$ cat config.mk
export PLATFORM = sky130hd
export DESIGN_NAME = rca32_result_fifo
export DESIGN_NICKNAME = d
export VERILOG_FILES = /design/src/rtl/rca_pkg.sv /design/src/rtl/sync_fifo.sv /design/src/rtl/rca32_result_fifo.sv
export SDC_FILE = /design/constraint.sdc
export NUM_CORES = 1
export LEC_CHECK = 0
export ABC_CLOCK_PERIOD_IN_PS = 6810
export CORE_MARGIN = 2
export CORE_UTILIZATION = 45
export CTS_CLUSTER_DIAMETER = 200
export DETAILED_ROUTE_END_ITERATION = 8
export GPL_TIMING_DRIVEN = 0
export PLACE_DENSITY = 0.72
export SETUP_SLACK_MARGIN = 0.2
export SKIP_CTS_REPAIR_TIMING = 1
export SLEW_MARGIN = 0
export SYNTH_ARGS = -nofsm -noshare
export SYNTH_HDL_FRONTEND = slang
export SYNTH_SLANG_ARGS = --single-unit
$ cat constraint.sdc
create_clock -name clk -period 6.81 [get_ports clk]
set_input_delay 1.0215 -clock clk [delete_from_list [all_inputs] [get_ports clk]]
set_output_delay 1.0215 -clock clk [all_outputs]
set_load 0.03 [all_outputs]
$ cat src/rtl/rca_pkg.sv
// Shared adder result definitions: datapath width, FIFO entry layout and the
// signed-overflow helper used by the adder capture stage and ALU flag logic.
package rca_pkg;

  localparam int unsigned WIDTH   = 32;
  localparam int unsigned SUM_LSB = 0;
  localparam int unsigned Z_BIT   = WIDTH;
  localparam int unsigned N_BIT   = WIDTH + 1;
  localparam int unsigned C_BIT   = WIDTH + 2;
  localparam int unsigned V_BIT   = WIDTH + 3;
  localparam int unsigned ENTRY_W = WIDTH + 4;

  // Two's-complement overflow: same-signed operands producing a differently signed sum.
  function automatic logic calc_v(input logic a_msb, input logic b_msb, input logic s_msb);
    return (a_msb == b_msb) && (s_msb != a_msb);
  endfunction

endpackage

$ cat src/rtl/sync_fifo.sv
// Generic synchronous FIFO with occupancy count; head data reads as zero when empty.
// Storage is not reset, only the pointers and count.
module sync_fifo #(
  parameter int unsigned W     = 8,
  parameter int unsigned DEPTH = 4
) (
  input  logic                     clk,
  input  logic                     reset,
  input  logic                     push,
  input  logic                     pop,
  input  logic [W-1:0]             wr_data,
  output logic [W-1:0]             rd_data,
  output logic                     full,
  output logic                     empty,
  output logic [$clog2(DEPTH):0]   count
);

  localparam int unsigned PTR_W = $clog2(DEPTH);
  localparam int unsigned CNT_W = PTR_W + 1;

  logic [W-1:0]     mem_q [DEPTH];
  logic [PTR_W-1:0] wr_ptr_q, wr_ptr_d;
  logic [PTR_W-1:0] rd_ptr_q, rd_ptr_d;
  logic [CNT_W-1:0] count_q, count_d;
  logic             do_push, do_pop;

  assign full    = (count_q == CNT_W'(DEPTH));
  assign empty   = (count_q == '0);
  assign count   = count_q;
  assign rd_data = empty ? '0 : mem_q[rd_ptr_q];

  // Guard against overrun/underrun even if the caller does not gate.
  assign do_push = push && !full;
  assign do_pop  = pop && !empty;

  always_comb begin
    wr_ptr_d = wr_ptr_q;
    rd_ptr_d = rd_ptr_q;
    count_d  = count_q;
    if (do_push) wr_ptr_d = wr_ptr_q + PTR_W'(1);
    if (do_pop)  rd_ptr_d = rd_ptr_q + PTR_W'(1);
    case ({do_push, do_pop})
      2'b10:   count_d = count_q + CNT_W'(1);
      2'b01:   count_d = count_q - CNT_W'(1);
      default: count_d = count_q;
    endcase
  end

  always_ff @(posedge clk) begin
    if (reset) begin
      wr_ptr_q <= '0;
      rd_ptr_q <= '0;
      count_q  <= '0;
    end else begin
      wr_ptr_q <= wr_ptr_d;
      rd_ptr_q <= rd_ptr_d;
      count_q  <= count_d;
    end
  end

  always_ff @(posedge clk) begin
    if (!reset && do_push) mem_q[wr_ptr_q] <= wr_data;
  end

endmodule

$ cat src/rtl/rca32_result_fifo.sv
// Capture stage for the 32-bit ripple-carry adder: derives Z/N/C/V, buffers
// {sum, flags} in a small FIFO and counts accepted signed-overflow results.
module rca32_result_fifo
  import rca_pkg::*;
#(
  parameter int unsigned DEPTH = 4,
  parameter int unsigned CNT_W = 16
) (
  input  logic                     clk,
  input  logic                     reset,
  input  logic                     in_valid,
  output logic                     in_ready,
  input  logic [WIDTH-1:0]         in_sum,
  input  logic                     in_co,
  input  logic                     in_a_msb,
  input  logic                     in_b_msb,
  output logic                     out_valid,
  input  logic                     out_ready,
  output logic [WIDTH-1:0]         out_sum,
  output logic                     out_z,
  output logic                     out_n,
  output logic                     out_c,
  output logic                     out_v,
  output logic [$clog2(DEPTH):0]   count,
  output logic [CNT_W-1:0]         ovf_cnt
);

  logic [ENTRY_W-1:0] wr_entry_c;
  logic [ENTRY_W-1:0] rd_entry_c;
  logic               full_c, empty_c;
  logic               push_c, pop_c, v_c;
  logic [CNT_W-1:0]   ovf_cnt_q, ovf_cnt_d;

  assign in_ready  = !full_c;
  assign out_valid = !empty_c;
  assign push_c    = in_valid && in_ready;
  assign pop_c     = out_valid && out_ready;
  assign v_c       = calc_v(in_a_msb, in_b_msb, in_sum[WIDTH-1]);

  // Pack the entry from the live adder inputs.
  always_comb begin
    wr_entry_c                        = '0;
    wr_entry_c[SUM_LSB +: WIDTH]      = in_sum;
    wr_entry_c[Z_BIT]                 = (in_sum == '0);
    wr_entry_c[N_BIT]                 = in_sum[WIDTH-1];
    wr_entry_c[C_BIT]                 = in_co;
    wr_entry_c[V_BIT]                 = v_c;
  end

  sync_fifo #(
    .W     (ENTRY_W),
    .DEPTH (DEPTH)
  ) u_fifo (
    .clk     (clk),
    .reset   (reset),
    .push    (push_c),
    .pop     (pop_c),
    .wr_data (wr_entry_c),
    .rd_data (rd_entry_c),
    .full    (full_c),
    .empty   (empty_c),
    .count   (count)
  );

  assign out_sum = rd_entry_c[SUM_LSB +: WIDTH];
  assign out_z   = rd_entry_c[Z_BIT];
  assign out_n   = rd_entry_c[N_BIT];
  assign out_c   = rd_entry_c[C_BIT];
  assign out_v   = rd_entry_c[V_BIT];

  // Saturating count of accepted overflow results.
  always_comb begin
    ovf_cnt_d = ovf_cnt_q;
    if (push_c && v_c && (ovf_cnt_q != '1)) ovf_cnt_d = ovf_cnt_q + CNT_W'(1);
  end

  always_ff @(posedge clk) begin
    if (reset) ovf_cnt_q <= '0;
    else       ovf_cnt_q <= ovf_cnt_d;
  end

  assign ovf_cnt = ovf_cnt_q;

endmodule

==> out/metrics.yaml <==
num_antenna_cells: 0
area_growth_pct: 27.1
clockRootBuffer: "clkbuf_16"
core_area_um2: 14500
cts_made_buffers: 17
routedWlPerCell_um: 18.8
synth_nets: 429
clk_pin_slew_worst_paths_ns: 0.06
avgSynthCellArea_um2: 17.4
htree_levels: 4
max_freq_ghz: 0.244
ios: 96
relSlewSlack_pct: 53.4
cts.path.max_buffers: 2
min_path_type: "reg -> reg"
status: "completed"
ys_seq_area_share_pct: 70.8
r2r_cells: 9
die_h_um: 126
vias: 3685
synthTopCellsByArea: "edfxtp_1 (63%), mux4_2 (12%), dfxtp_1 (7.5%)"
cts.sinks: 165
clk_latency_ns: 0.41
async_flop_share_pct: 0
nets: 546
yosysUniqueCellTypes: 34
fin_skew_ns: 0.00645
critPathRequiredTime_ns: 5.79
power_density_nw_per_um2: 377
fin_ws_ns: 2.72
cp.depth: 6
synth_cells: 383
place.gp.congestion: 0.890
worst_pin_slew_ns: 0.693
setup_viol: 0
placementRows: 44
crit_end: "out_sum[31]"
grt_first_pass_wirelength_um: 20700
ys_ff_latch: 165
p_leak_nw: 2.69
end_kind: "output pin"
track_usage_pct: 17.4
synth-edff-count: 140
final_common_cell: "edfxtp_1"
pre_cts_ws_ns: 3.04
yosys.area.top_type: "edfxtp_1"
final_cell_mix: "edfxtp_1 (140), clkdlybuf4s50_1 (94), and2_1 (37)"
grt_max_degree: 25
grt_overflow: 0
fillers: 1103
worstSetupPathType: "reg -> out"
synth_top_cell_area_share_pct: 63.3
viasPerCell: 5.29
final.period_utilization_pct: 60.1
rsz0062_at_grt: "no"
synthFlopType: "edfxtp_1"
dr.first_iter.drc_count: 208
dp.final_hpwl_um: 8630
drc: 0
critPathBufInv: 4
syn-cell-area_um2: 6650
fp.dieArea_um2: 15800
grt_pass1_vias: 3886
finalSetupTns_ns: 0
slowest_delay_ns: 0.58
reg2reg_to: "u_fifo.count[2]"
worstPathArrival_ns: 3.07
vdd_drop_max_uv: 195
cp-start-kind: "register"
slew_violations: 0
dieWidth_um: 126
rr_startpoint: "u_fifo.count[0]"
drive_above_1_share_pct: 16.6
dr.pass1.iters: 6
fin_crit_ns: 4.09
tritoncts: "done"
antenna_found_initial: 0
path_cells: "clkbuf_1 > buf_2 > mux4_2 > and2_1 > buf_4 > clkdlybuf4s50_1"
routed_wl_um: 13100
yosysWarnings: 0
cp_top_family: "buffers and inverters"
final_hold_viol_count: 0
start_util_pct: 45.9
worstPathMaxFanout: 10
port_buffers: 94
r2r_slack_ns: 4.33
ant_nets: 0
crit_slowest_cell: "clkdlybuf4s50_1"
maxCapViolations: 0
==> state kept, by name (all words and copies together), names as in the netlist, named ones only <==
| name | flops |
|---|---|
| u_fifo.wr_ptr_q | 2 |
| u_fifo.count | 3 |
| ovf_cnt | 16 |
| u_fifo.rd_ptr_q | 2 |
| u_fifo.mem_q | 140 |
==> worst min path at each step <==
stage	end	cells after the start	startpoint	slack (ns)
floorplan	u_fifo.wr_ptr_q[1]	2	u_fifo.wr_ptr_q[1]	0.47
global placement	u_fifo.wr_ptr_q[1]	2	u_fifo.wr_ptr_q[1]	0.48
detailed placement	u_fifo.wr_ptr_q[1]	2	u_fifo.wr_ptr_q[1]	0.50
CTS	u_fifo.wr_ptr_q[1]	2	u_fifo.wr_ptr_q[1]	0.51
global route	u_fifo.wr_ptr_q[1]	2	u_fifo.wr_ptr_q[1]	0.54
finish	u_fifo.wr_ptr_q[1]	2	u_fifo.wr_ptr_q[1]	0.50
==> per-stage QoR <==
step	instances	hold WS (ns)	instance area (um^2)	total power [mW]	util, %
finish	696	0.503	8450	3.19	58.4
global route	696	0.543	8450	3.32	58.4
CTS	696	0.511	8450	3.23	58.4
detailed placement	665	0.502	7900	2.34	54.6
global placement	661	0.482	7820	2.32	54.0
floorplan	383	0.469	6650	1.90	-
==> metal layers <==
| layer | track usage [%] | wire, um | vias to the layer above |
|---|---|---|---|
| met5 | 0 | 0 | - |
| li1 | - | - | 1713 |
| met4 | 5.29 | 114 | 0 |
| met3 | 5.01 | 582 | 11 |
| met1 | 21.5 | 5520 | 1870 |
| met2 | 29.6 | 6860 | 91 |
==> kinds of logic after synthesis <==
family	Yosys count	share of synthesized area, %
AOI/OAI and AO/OA	17	2.20
xor gates and xnor gates	19	2.50
adders and majority gates	7	1.43
buffers and inverters	26	1.64
DFF	165	70.8
muxes	37	12.2
and+or+nand+nor	112	9.28
==> where the power goes <==
group / internal (mW) / switching (mW)
Sequential: 1.16 / 0.0241
Combinational: 0.498 / 0.618
Clock: 0.531 / 0.353
Total: 2.19 / 0.995
==> area by class of cell <==
type                    count  area (um^2)  share of cell area [%]
clock inverters            12          114                    1.35
flip-flops and latches    165         4700                    55.7
repair buffers             98         1020                    12.1
clock buffers              19          433                    5.12
multi-input cells         192         1840                    21.8
inverters                   7         26.3                   0.311
plain buffers              19         82.6                   0.977
well taps                 184          230                    2.72
==> worst reg2reg max path, cell delays in order, from the launching register on <==
cell and delay [ns]:
dfxtp_1 0.42, or3_1 0.14, clkbuf_1 0.36, and2_1 0.26, ha_1 0.20, inv_1 0.06, fa_1 0.38, xor2_1 0.16
or3_1 0.31, a21oi_1 0.13
==> cell usage after synthesis (2+ instances only) <==
cell type and n:
and2_1 41, a2111oi_1 3, mux2i_1 2, nand2_1 10, a2111oi_2 3, ha_1 6, xor2_1 3, clkbuf_1 12
buf_2 6, edfxtp_1 140, nor4_1 9, a211oi_1 4, nor3_1 3, inv_1 7, xnor2_1 16, mux4_2 35
nor2_1 25, dfxtp_1 25, or3_1 2, nand3_1 8, and3_1 4, nand4_1 4, a21oi_1 4
No activity file was read; power rests on OpenSTA's default activity.
